`config.mk`:
```
export PLATFORM = sky130hd
export DESIGN_NAME = sensor_frame_capture_flat
export DESIGN_NICKNAME = d
export VERILOG_FILES = /design/src/rtl/img_pkg.sv /design/src/rtl/sensor_frame_capture_if.sv /design/src/rtl/sensor_frame_capture_sig_edge.sv /design/src/rtl/sensor_frame_capture.sv /design/src/flat_wrapper.sv
export SDC_FILE = /design/constraint.sdc
export NUM_CORES = 1
export LEC_CHECK = 0
export CAP_MARGIN = 15
export CORE_MARGIN = 5
export CORE_UTILIZATION = 45
export CTS_CLUSTER_SIZE = 8
export DETAILED_ROUTE_END_ITERATION = 12
export GPL_ROUTABILITY_DRIVEN = 0
export PLACE_DENSITY = 0.72
export REMOVE_ABC_BUFFERS = 1
export SYNTH_ARGS = -nofsm -noshare
export SYNTH_HDL_FRONTEND = slang
export SYNTH_SLANG_ARGS = --single-unit
```
`constraint.sdc`:
```
create_clock -name iCLK -period 1.9 [get_ports iCLK]
set_clock_uncertainty 0.05 [all_clocks]
set_input_delay 0.38 -clock iCLK [delete_from_list [all_inputs] [get_ports iCLK]]
set_output_delay 0.38 -clock iCLK [all_outputs]
set_load 0.005 [all_outputs]
```
`src/rtl/img_pkg.sv`:
```
// Shared definitions for the camera pixel path: pixel/coordinate widths and capture states.
package img_pkg;

  localparam int PIX_W   = 12;
  localparam int COORD_W = 11;
  localparam int FCNT_W  = 32;

  typedef enum logic [1:0] {
    IDLE   = 2'd0,
    ARMED  = 2'd1,
    ACTIVE = 2'd2
  } cap_state_t;

endpackage

```
`src/rtl/sensor_frame_capture_if.sv`:
```
// Pixel bundle between the sensor side (raw pixel plus strobes) and the capture block
// (qualified pixel plus coordinates).
interface sensor_frame_capture_if #(
  parameter int PIX_W   = img_pkg::PIX_W,
  parameter int COORD_W = img_pkg::COORD_W
);

  logic [PIX_W-1:0]   iDATA;
  logic               iFVAL;
  logic               iLVAL;
  logic [PIX_W-1:0]   oDATA;
  logic               oDVAL;
  logic [COORD_W-1:0] oX_Cont;
  logic [COORD_W-1:0] oY_Cont;

  modport master (
    output iDATA, iFVAL, iLVAL,
    input  oDATA, oDVAL, oX_Cont, oY_Cont
  );

  modport slave (
    input  iDATA, iFVAL, iLVAL,
    output oDATA, oDVAL, oX_Cont, oY_Cont
  );

endinterface

```
`src/rtl/sensor_frame_capture_sig_edge.sv`:
```
// Registered edge detector: keeps the previous sample of sig_i and flags its
// rising and falling transitions against the current sample.
module sig_edge (
  input  logic clk_i,
  input  logic rst_ni,
  input  logic sig_i,
  output logic rise_o,
  output logic fall_o
);

  logic prev_q;

  // Delayed copy of the input for edge comparison.
  always_ff @(posedge clk_i or negedge rst_ni) begin
    if (!rst_ni) begin
      prev_q <= 1'b0;
    end else begin
      prev_q <= sig_i;
    end
  end

  assign rise_o = sig_i & ~prev_q;
  assign fall_o = ~sig_i & prev_q;

endmodule

```
`src/rtl/sensor_frame_capture.sv`:
```
// Sensor front end: qualifies raw pixels with frame/line valid, gates capture to whole
// frames under start/stop control and emits pixel, X/Y coordinates and a frame count.
module sensor_frame_capture #(
  parameter int PIX_W    = img_pkg::PIX_W,
  parameter int COORD_W  = img_pkg::COORD_W,
  parameter int LINE_LEN = 1280,
  parameter int FCNT_W   = img_pkg::FCNT_W
) (
  input  logic                  iCLK,
  input  logic                  iRST,
  sensor_frame_capture_if.slave pix_if,
  input  logic                  iSTART,
  input  logic                  iEND,
  output logic [FCNT_W-1:0]     oFrame_Cont,
  output logic                  oLine_err
);

  import img_pkg::*;

  localparam logic [COORD_W-1:0] C_ZERO = {COORD_W{1'b0}};
  localparam logic [COORD_W-1:0] C_ONE  = COORD_W'(1);
  localparam logic [COORD_W-1:0] C_MAX  = {COORD_W{1'b1}};
  localparam logic [COORD_W-1:0] X_LAST = COORD_W'(LINE_LEN - 1);
  localparam logic [FCNT_W-1:0]  F_ONE  = FCNT_W'(1);

  // Row counter stops at its maximum instead of wrapping.
  function automatic logic [COORD_W-1:0] y_step(input logic [COORD_W-1:0] y);
    if (y == C_MAX) begin
      return y;
    end else begin
      return y + C_ONE;
    end
  endfunction

  logic [PIX_W-1:0]   data_s1_q;
  logic               fval_s1_q;
  logic               lval_s1_q;
  logic               fval_rise_s;
  logic               fval_fall_s;
  logic               lval_fall_s;
  logic               lval_rise_unused_s;

  logic               run_q, run_d;
  cap_state_t         state_q, state_d;
  logic [COORD_W-1:0] x_q, x_d;
  logic [COORD_W-1:0] y_q, y_d;
  logic [FCNT_W-1:0]  frame_q, frame_d;
  logic               lerr_q, lerr_d;
  logic               pv_s;
  logic               frame_start_s;

  logic [PIX_W-1:0]   odata_q;
  logic               dval_q;
  logic [COORD_W-1:0] ox_q;
  logic [COORD_W-1:0] oy_q;

  // Stage 1: register the raw sensor inputs every cycle.
  always_ff @(posedge iCLK or negedge iRST) begin
    if (!iRST) begin
      data_s1_q <= {PIX_W{1'b0}};
      fval_s1_q <= 1'b0;
      lval_s1_q <= 1'b0;
    end else begin
      data_s1_q <= pix_if.iDATA;
      fval_s1_q <= pix_if.iFVAL;
      lval_s1_q <= pix_if.iLVAL;
    end
  end

  sig_edge u_fval_edge (
    .clk_i  (iCLK),
    .rst_ni (iRST),
    .sig_i  (fval_s1_q),
    .rise_o (fval_rise_s),
    .fall_o (fval_fall_s)
  );

  sig_edge u_lval_edge (
    .clk_i  (iCLK),
    .rst_ni (iRST),
    .sig_i  (lval_s1_q),
    .rise_o (lval_rise_unused_s),
    .fall_o (lval_fall_s)
  );

  // Run flag next value; a stop request overrides a simultaneous start.
  always_comb begin
    run_d = run_q;
    if (iEND) begin
      run_d = 1'b0;
    end else if (iSTART) begin
      run_d = 1'b1;
    end else begin
      run_d = run_q;
    end
  end

  // Capture FSM next state: frames are only entered on a fresh frame-valid edge.
  always_comb begin
    state_d = state_q;
    case (state_q)
      IDLE: begin
        if (run_q) begin
          state_d = ARMED;
        end else begin
          state_d = IDLE;
        end
      end
      ARMED: begin
        if (!run_q) begin
          state_d = IDLE;
        end else if (fval_rise_s) begin
          state_d = ACTIVE;
        end else begin
          state_d = ARMED;
        end
      end
      ACTIVE: begin
        if (fval_fall_s) begin
          state_d = run_q ? ARMED : IDLE;
        end else begin
          state_d = ACTIVE;
        end
      end
      default: begin
        state_d = IDLE;
      end
    endcase
  end

  assign pv_s          = (state_q == ACTIVE) & fval_s1_q & lval_s1_q;
  assign frame_start_s = (state_q == ARMED) & run_q & fval_rise_s;

  // Coordinate counters, short-line detection and frame counting.
  always_comb begin
    x_d     = x_q;
    y_d     = y_q;
    lerr_d  = 1'b0;
    frame_d = frame_q;
    if (frame_start_s) begin
      x_d = C_ZERO;
      y_d = C_ZERO;
    end else if (pv_s) begin
      if (x_q == X_LAST) begin
        x_d = C_ZERO;
        y_d = y_step(y_q);
      end else begin
        x_d = x_q + C_ONE;
      end
    end else if ((state_q == ACTIVE) && lval_fall_s && (x_q != C_ZERO)) begin
      // A line that ended part-way still consumes a row.
      x_d    = C_ZERO;
      y_d    = y_step(y_q);
      lerr_d = 1'b1;
    end else begin
      x_d = x_q;
      y_d = y_q;
    end
    if ((state_q == ACTIVE) && fval_fall_s) begin
      frame_d = frame_q + F_ONE;
    end else begin
      frame_d = frame_q;
    end
  end

  // Control state, counters and the line-error pulse.
  always_ff @(posedge iCLK or negedge iRST) begin
    if (!iRST) begin
      run_q   <= 1'b0;
      state_q <= IDLE;
      x_q     <= {COORD_W{1'b0}};
      y_q     <= {COORD_W{1'b0}};
      frame_q <= {FCNT_W{1'b0}};
      lerr_q  <= 1'b0;
    end else begin
      run_q   <= run_d;
      state_q <= state_d;
      x_q     <= x_d;
      y_q     <= y_d;
      frame_q <= frame_d;
      lerr_q  <= lerr_d;
    end
  end

  // Stage 2: pixel and coordinates update only on a qualified pixel, otherwise hold.
  always_ff @(posedge iCLK or negedge iRST) begin
    if (!iRST) begin
      odata_q <= {PIX_W{1'b0}};
      dval_q  <= 1'b0;
      ox_q    <= {COORD_W{1'b0}};
      oy_q    <= {COORD_W{1'b0}};
    end else begin
      dval_q <= pv_s;
      if (pv_s) begin
        odata_q <= data_s1_q;
        ox_q    <= x_q;
        oy_q    <= y_q;
      end else begin
        odata_q <= odata_q;
        ox_q    <= ox_q;
        oy_q    <= oy_q;
      end
    end
  end

  assign pix_if.oDATA   = odata_q;
  assign pix_if.oDVAL   = dval_q;
  assign pix_if.oX_Cont = ox_q;
  assign pix_if.oY_Cont = oy_q;
  assign oFrame_Cont    = frame_q;
  assign oLine_err      = lerr_q;

endmodule

```
`src/flat_wrapper.sv`:
```
// flat-port wrapper written by rule: the top's interface ports become plain ports
module sensor_frame_capture_flat import img_pkg::*;
#(
  parameter int PIX_W    = img_pkg::PIX_W,
  parameter int COORD_W  = img_pkg::COORD_W,
  parameter int LINE_LEN = 1280,
  parameter int FCNT_W   = img_pkg::FCNT_W
)
  (iCLK, iRST, iSTART, iEND, oFrame_Cont, oLine_err, pix_if_iDATA, pix_if_iFVAL, pix_if_iLVAL, pix_if_oDATA, pix_if_oDVAL, pix_if_oX_Cont, pix_if_oY_Cont);
  sensor_frame_capture_if #(.PIX_W(PIX_W), .COORD_W(COORD_W)) pix_if_i ();
  input  logic iCLK;
  input  logic iRST;
  input  logic iSTART;
  input  logic iEND;
  output logic [FCNT_W-1:0] oFrame_Cont;
  output logic oLine_err;
  input wire logic [$bits(pix_if_i.iDATA)-1:0] pix_if_iDATA;
  input wire logic [$bits(pix_if_i.iFVAL)-1:0] pix_if_iFVAL;
  input wire logic [$bits(pix_if_i.iLVAL)-1:0] pix_if_iLVAL;
  output wire logic [$bits(pix_if_i.oDATA)-1:0] pix_if_oDATA;
  output wire logic [$bits(pix_if_i.oDVAL)-1:0] pix_if_oDVAL;
  output wire logic [$bits(pix_if_i.oX_Cont)-1:0] pix_if_oX_Cont;
  output wire logic [$bits(pix_if_i.oY_Cont)-1:0] pix_if_oY_Cont;
  assign pix_if_i.iDATA = pix_if_iDATA;
  assign pix_if_i.iFVAL = pix_if_iFVAL;
  assign pix_if_i.iLVAL = pix_if_iLVAL;
  assign pix_if_oDATA = pix_if_i.oDATA;
  assign pix_if_oDVAL = pix_if_i.oDVAL;
  assign pix_if_oX_Cont = pix_if_i.oX_Cont;
  assign pix_if_oY_Cont = pix_if_i.oY_Cont;
  sensor_frame_capture #(.PIX_W(PIX_W), .COORD_W(COORD_W), .LINE_LEN(LINE_LEN), .FCNT_W(FCNT_W)) u_core (.iCLK(iCLK), .iRST(iRST), .pix_if(pix_if_i), .iSTART(iSTART), .iEND(iEND), .oFrame_Cont(oFrame_Cont), .oLine_err(oLine_err));
endmodule
```
==> results.json, run 1 <==
{
  "end_kind": "flip-flop",
  "die_w_um": 110,
  "fmax_mhz": 493,
  "ys_warn_count": 0,
  "core-area_um2": 9820,
  "timing.rr.start": "u_core.x_q[0]",
  "seq_power_share_pct": 55.0,
  "rows": 36,
  "failed_checks": "setup timing",
  "synth_compound_area_share_pct": 6.51,
  "finalMaxSlewViolations": 0,
  "vias_per_cell": 5.08,
  "finalWorstSetupSlack_ns": -0.129,
  "post-route-drc-count": 0,
  "cts_made_buffers": 9,
  "cts_buffer_depth": 2,
  "overflow": 0,
  "cp.arrival_ns": 2.25,
  "p_leak_nw": 2.85,
  "ant_nets": 0,
  "clk_pin_slew_worst_paths_ns": 0.11,
  "fin_crit_sh_pct": 107,
  "yosys.area.top_type": "dfrtp_1",
  "drt_iter0_drc": 188,
  "cp.required_ns": 2.12,
  "track_usage_pct": 17.8,
  "synth_seq_cells": 109,
  "postRouteWirelength_mm": 10.3,
  "seqCellArea_um2": 2730,
  "crit_fanout": 11,
  "r2r_end": "u_core.y_q[3]",
  "final_layout_size_suffix_gt1_share_pct": 16.5,
  "antennaDiodeCount": 0,
  "fp.dieH_um": 110,
  "cts-root-buf": "clkbuf_8",
  "relSlewSlack_pct": 73.6,
  "dieArea_um2": 12200,
  "crit_type": "reg2reg",
  "synth-simple-area-share_pct": 23.3,
  "drt-pass1-iter-count": 4,
  "fillers": 840,
  "cts_tree": "yes",
  "antenna_found_initial": 0,
  "htreeDepth": 3,
  "clock_latency_ns": 0.35,
  "status": "finished with violations",
  "final_common_cell": "nand2_1",
  "fin_crit_ns": 2.03,
  "tns_ns": -0.953,
  "place_ws_ns": -0.262,
  "power_frac_comb_pct": 11.9,
  "peakVddDrop_v": 0.000577,
  "synth_top_family_by_area": "simple AND/OR/NAND/NOR gates",
  "max_cap_viol_count": 0,
  "boundaryPins": 86,
  "synth.area.top_cells": "dfrtp_1 60%, nand2_1 10%, xnor2_1 4.1%, o21ai_0 2.4%, nand3_1 2.2%",
  "grt_pass1_wl_mm": 17.2,
  "wire_per_inst_um": 14.6,
  "synth_top_cell_area_share_pct": 60.2,
  "p_sw_share_pct": 23.8,
  "synth-xor-area-share_pct": 6.18,
  "io_buffers": 85,
  "rsz0062_at_grt": "yes",
  "setup_viol": 15,
  "hp-class": "in2async",
  "tightest_slew_ns": 0.393,
  "synth_cells": 437,
  "switching_power_w": 0.00112,
  "multi_input_area_um2": 1850,
  "num-nets-final": 588,
  "cp-start-kind": "flip-flop",
  "netlist_area_um2": 4530,
  "synthAdderAreaFrac_pct": 1.10,
  "p_int_w": 0.00359,
  "power_frac_clock_pct": 33.1,
  "p_per_area_nw_per_um2": 753,
  "r2r_cells": 8,
  "syn_to_final_growth_pct": 38.0,
  "synthMuxAreaShare_pct": 0.938,
  "dp_hpwl_mm": 7.25,
  "grt_max_degree": 47,
  "yosysUniqueCellTypes": 43,
  "numClockSinks": 109,
  "rrSetupSlack_ns": -0.13,
  "vias": 3574,
  "final_cell_mix": "121 x nand2_1, 106 x dfrtp_1, 84 x clkdlybuf4s50_1",
  "grt_pass1_vias": 3587,
  "syn_avg_cell_area_um2": 10.4,
  "start_util_pct": 46.2,
  "ys_seq_area_share_pct": 60.2,
  "hold_viol": 0
}
[power groups by stage]
stage	Clock (W)	Combinational, W	Sequential, W
global placement	0	0.000525	0.00261
global route	0.00170	0.000627	0.00261
finish	0.00156	0.000560	0.00259
detailed placement	0	0.000550	0.00262
floorplan	0	0.000154	0.00261
CTS	0.00161	0.000559	0.00258
[worst max-delay path by stage]
stage / cells past startpoint / slack [ns] / start / to
2_1_floorplan: 6 / -1.49 / u_core.state_q[0] / u_core.y_q[3]
6_report: 8 / -0.13 / u_core.x_q[0] / u_core.y_q[3]
5_1_grt: 9 / -0.24 / u_core.x_q[8] / u_core.y_q[1]
3_5_place_dp: 7 / -0.26 / u_core.x_q[1] / u_core.y_q[5]
3_3_place_gp: 8 / -0.12 / u_core.x_q[0] / u_core.y_q[5]
4_1_cts: 6 / -0.17 / u_core.x_q[8] / u_core.y_q[8]
[synth_stat cells]
| library cell | instances |
|---|---|
| o41ai_1 | 2 |
| a21o_1 | 2 |
| buf_4 | 1 |
| nor4b_1 | 1 |
| or3_1 | 2 |
| nor2b_1 | 3 |
| o31ai_1 | 5 |
| or3b_1 | 1 |
| nand3_1 | 20 |
| inv_1 | 5 |
| a22o_1 | 3 |
| o21ai_0 | 22 |
| nand4b_1 | 1 |
| nand4_1 | 16 |
| nand4bb_1 | 1 |
| or4_1 | 3 |
| xnor2_1 | 21 |
| clkbuf_1 | 10 |
| nand2_1 | 122 |
| a21oi_2 | 1 |
| nand2b_1 | 1 |
| nor4_2 | 1 |
| nor3_1 | 10 |
| a31oi_1 | 2 |
| mux2i_1 | 2 |
| buf_1 | 3 |
| o211ai_1 | 1 |
| a21oi_1 | 7 |
| and4_1 | 6 |
| nor4_4 | 2 |
| dfrtp_1 | 109 |
| ha_1 | 4 |
| and4bb_2 | 1 |
| xor2_1 | 11 |
| nor2_1 | 20 |
| nor4_1 | 1 |
| or2_2 | 2 |
| o311ai_0 | 2 |
| mux2_2 | 2 |
| and3_1 | 5 |
| a22oi_1 | 1 |
| and2_1 | 1 |
| buf_2 | 1 |
[worst max-delay path: stages, from the launching register on]
cell and delay (ns):
dfrtp_2 0.43, inv_2 0.05, ha_1 0.19, nor4b_2 0.17
a31oi_4 0.23, a21oi_2 0.08, buf_12 0.15, or4_1 0.46
a21oi_1 0.15
[per-stage QoR]
step                instance area (um2)  utilization [%]  power [W]  hold WS, ns  std cells
floorplan                          4470                -    0.00276       0.0344        422
global placement                   5820             59.3    0.00314        0.187        679
detailed placement                 5820             59.3    0.00317        0.193        679
CTS                                6140             62.5    0.00475        0.356        700
global route                       6250             63.7    0.00493        0.370        704
finish                             6250             63.7    0.00471        0.377        704
[metal layers]
metal | track usage [%] | vias to the layer above | wire length (um)
met3 | 3.26 | 12 | 393
met2 | 28.8 | 66 | 5060
li1 | - | 1746 | -
met5 | 0 | - | 0
met1 | 24.2 | 1750 | 4610
met4 | 6.24 | 0 | 180
[sequential cells by signal, summed over array words and instances (netlist names)]
register                   cells
u_core.oFrame_Cont            32
u_core.data_s1_q              12
u_core.pix_if.oDATA           12
u_core.pix_if.oX_Cont         11
u_core.pix_if.oY_Cont         11
u_core.x_q                    11
u_core.y_q                    11
u_core.state_q                 2
u_core.fval_s1_q               1
u_core.lval_s1_q               1
u_core.oLine_err               1
u_core.pix_if.oDVAL            1
u_core.run_q                   1
u_core.u_fval_edge.prev_q      1
u_core.u_lval_edge.prev_q      1
[what timing repair did]
action                                  in CTS  in global routing
hold buffers                                 1                  0
gates cloned                                 0                  0
setup buffers                                5                  5
endpoints found under the setup margin      21                 26
gates resized for setup                     11                 19
pin swaps                                    7                  8
endpoints found under the hold margin        9                  0
[cell families after synthesis]
group | after synthesis
AOI/OAI and AO/OA | 48
buffers and inverters | 20
xor gates and xnor gates | 32
adders and majority gates | 4
DFF | 109
and+or+nand+nor | 220
muxes | 4
[cell type report]
type                       instances  area share (%)
timing repair buffer             133            20.0
clock inverter                     6            1.50
inverter                           5           0.300
tap                              133            2.66
clock buffer                      10            2.20
multi-input combinational        308            29.6
sequential                       109            43.7
(Power assumes the default switching activity.)
==> run 2, diff against run 1 <==
==> constraint.sdc (replaced) <==
create_clock -name iCLK -period 1.7 [get_ports iCLK]
set_clock_uncertainty 0.05 [all_clocks]
set_input_delay 0.255 -clock iCLK [delete_from_list [all_inputs] [get_ports iCLK]]
set_output_delay 0.255 -clock iCLK [all_outputs]
set_load 0.005 [all_outputs]
==> run 2 against run 1 <==
The run still ends with setup timing left. Count of clock-buffer cells in the layout is the same. Die area is the same. Global-route usage grew 1.2 points. Power grew 9.0%. Final area grew 8.8%. Sequential share of layout area shrank 3.4 points. Maximum frequency shrank 0.59%. Non-clock buffer count grew 40. Register-to-register slack lost 0.21 ns. Critical endpoint unchanged.
==> results.json, run 2 (synthesis results as in run 1) <==
{
  "status": "finished with violations",
  "failed_checks": "setup timing",
  "rrSetupSlack_ns": -0.34,
  "die_w_um": 110,
  "io_buffers": 85,
  "post-route-drc-count": 0,
  "overflow": 0,
  "dieArea_um2": 12200,
  "drt-pass1-iter-count": 4,
  "cp.arrival_ns": 2.28,
  "fin_crit_sh_pct": 120,
  "end_kind": "flip-flop",
  "grt_max_degree": 37,
  "vias": 3871,
  "p_total_w": 0.00513,
  "numClockSinks": 109,
  "fin_crit_ns": 2.04,
  "cts-root-buf": "clkbuf_8",
  "hold_viol": 0,
  "vias_per_cell": 5.20,
  "track_usage_pct": 19.0,
  "cp-start-kind": "flip-flop",
  "ant_nets": 0,
  "fp.dieH_um": 110,
  "fmax_mhz": 490,
  "tightest_slew_ns": 0.399,
  "drt_iter0_drc": 178,
  "syn_to_final_growth_pct": 50.1,
  "largest_reg_flops": 32,
  "hold_depth": 1,
  "start_util_pct": 46.2,
  "relSlewSlack_pct": 73.4,
  "finalMaxSlewViolations": 0,
  "postRouteWirelength_mm": 11.8,
  "p_leak_nw": 3.25,
  "postLayoutCoreUtil_pct": 69.3,
  "clk_pin_slew_worst_paths_ns": 0.11,
  "rsz0062_at_grt": "yes",
  "final_common_cell": "nand2_1",
  "cts_tree": "yes",
  "final_cell_mix": "119 x nand2_1, 97 x dfrtp_1, 78 x clkdlybuf4s50_1",
  "cts_buffer_depth": 2,
  "whs_endpoint": "u_core.data_s1_q[1]",
  "antennaDiodeCount": 0,
  "hp-class": "in2reg",
  "final_layout_size_suffix_gt1_share_pct": 27.9,
  "grt_pass1_wl_mm": 18.3,
  "grt_pass1_vias": 3818,
  "htreeDepth": 3,
  "dp_hpwl_mm": 7.68,
  "wire_per_inst_um": 15.8,
  "core-area_um2": 9820,
  "peakVddDrop_v": 0.000456,
  "finalWorstSetupSlack_ns": -0.341,
  "p_per_area_nw_per_um2": 754,
  "crit_fanout": 6,
  "place_area_um2": 6000,
  "setup_viol": 28,
  "finalInstanceArea_um2": 6810,
  "min_from": "pix_if_iDATA[1]",
  "r2r_end": "u_core.y_q[3]",
  "r2r_cells": 7,
  "boundaryPins": 86,
  "crit_type": "reg2reg",
  "rows": 36,
  "clock_latency_ns": 0.37,
  "timing.rr.start": "u_core.x_q[0]",
  "fillers": 752,
  "cts_made_buffers": 9,
  "cp.required_ns": 1.93,
  "num-nets-final": 629,
  "antenna_found_initial": 0,
  "max_cap_viol_count": 0
}
==> run 2: routing by layer <==
layer / global-route usage, % / wire length, um / vias up
li1: - / - / 1835
met4: 7.74 / 301 / 0
met5: 0 / 0 / -
met1: 25.5 / 5000 / 1909
met3: 3.32 / 437 / 28
met2: 30.7 / 6050 / 99
==> run 2: what timing repair did <==
| action | CTS | global route |
|---|---|---|
| pin swaps | 22 | 36 |
| gates resized for setup | 29 | 86 |
| setup endpoints to repair | 33 | 77 |
| cloned | 1 | 0 |
| setup buffers | 10 | 14 |
| hold endpoints to repair | 26 | 0 |
| hold buffers | 1 | 0 |
==> run 2: layout make-up <==
class	instances	area (um2)	area share (%)
Clock inverter	6	52.6	0.772
Multi-Input combinational cell	309	2090	30.7
Sequential cell	109	2740	40.3
Timing Repair Buffer	173	1600	23.5
Tap cell	133	166	2.45
Clock buffer	10	138	2.02
Inverter	5	22.5	0.331
==> run 2: through the flow <==
step / instances / worst slack [ns] / hold slack (ns) / TNS, ns
floorplan: 422 / -1.69 / -0.0906 / -63.02
global placement: 705 / -0.332 / 0.160 / -4.69
detailed placement: 705 / -0.411 / 0.158 / -6.18
CTS: 731 / -0.384 / 0.251 / -6.35
global route: 745 / -0.408 / 0.246 / -8.28
finish: 745 / -0.341 / 0.266 / -5.08
==> run 2: critical path, stage by stage, from the launching register on <==
cell     delay, ns
dfrtp_2       0.44
ha_4          0.18
nand3_4       0.09
nor4_4        0.28
buf_4         0.19
a21oi_4       0.08
or4_1         0.48
a21oi_1       0.15
==> run 2: worst max path at each step <==
stage,startpoint,to,slack (ns),depth (start not counted)
final,u_core.x_q[0],u_core.y_q[3],-0.34,7
after CTS,u_core.x_q[9],u_core.y_q[3],-0.38,5
after global routing,u_core.x_q[0],u_core.y_q[6],-0.41,8
after detailed placement,u_core.x_q[1],u_core.y_q[8],-0.41,7
after global placement,u_core.x_q[1],u_core.y_q[5],-0.33,7
after floorplan,u_core.state_q[0],u_core.y_q[3],-1.69,6
==> run 2: report_power, final <==
group / switching [W] / total, W / internal, W
combinational: 0.000302 / 0.000734 / 0.000432
clock: 0.000917 / 0.00152 / 0.000603
sequential: 0.000121 / 0.00288 / 0.00276
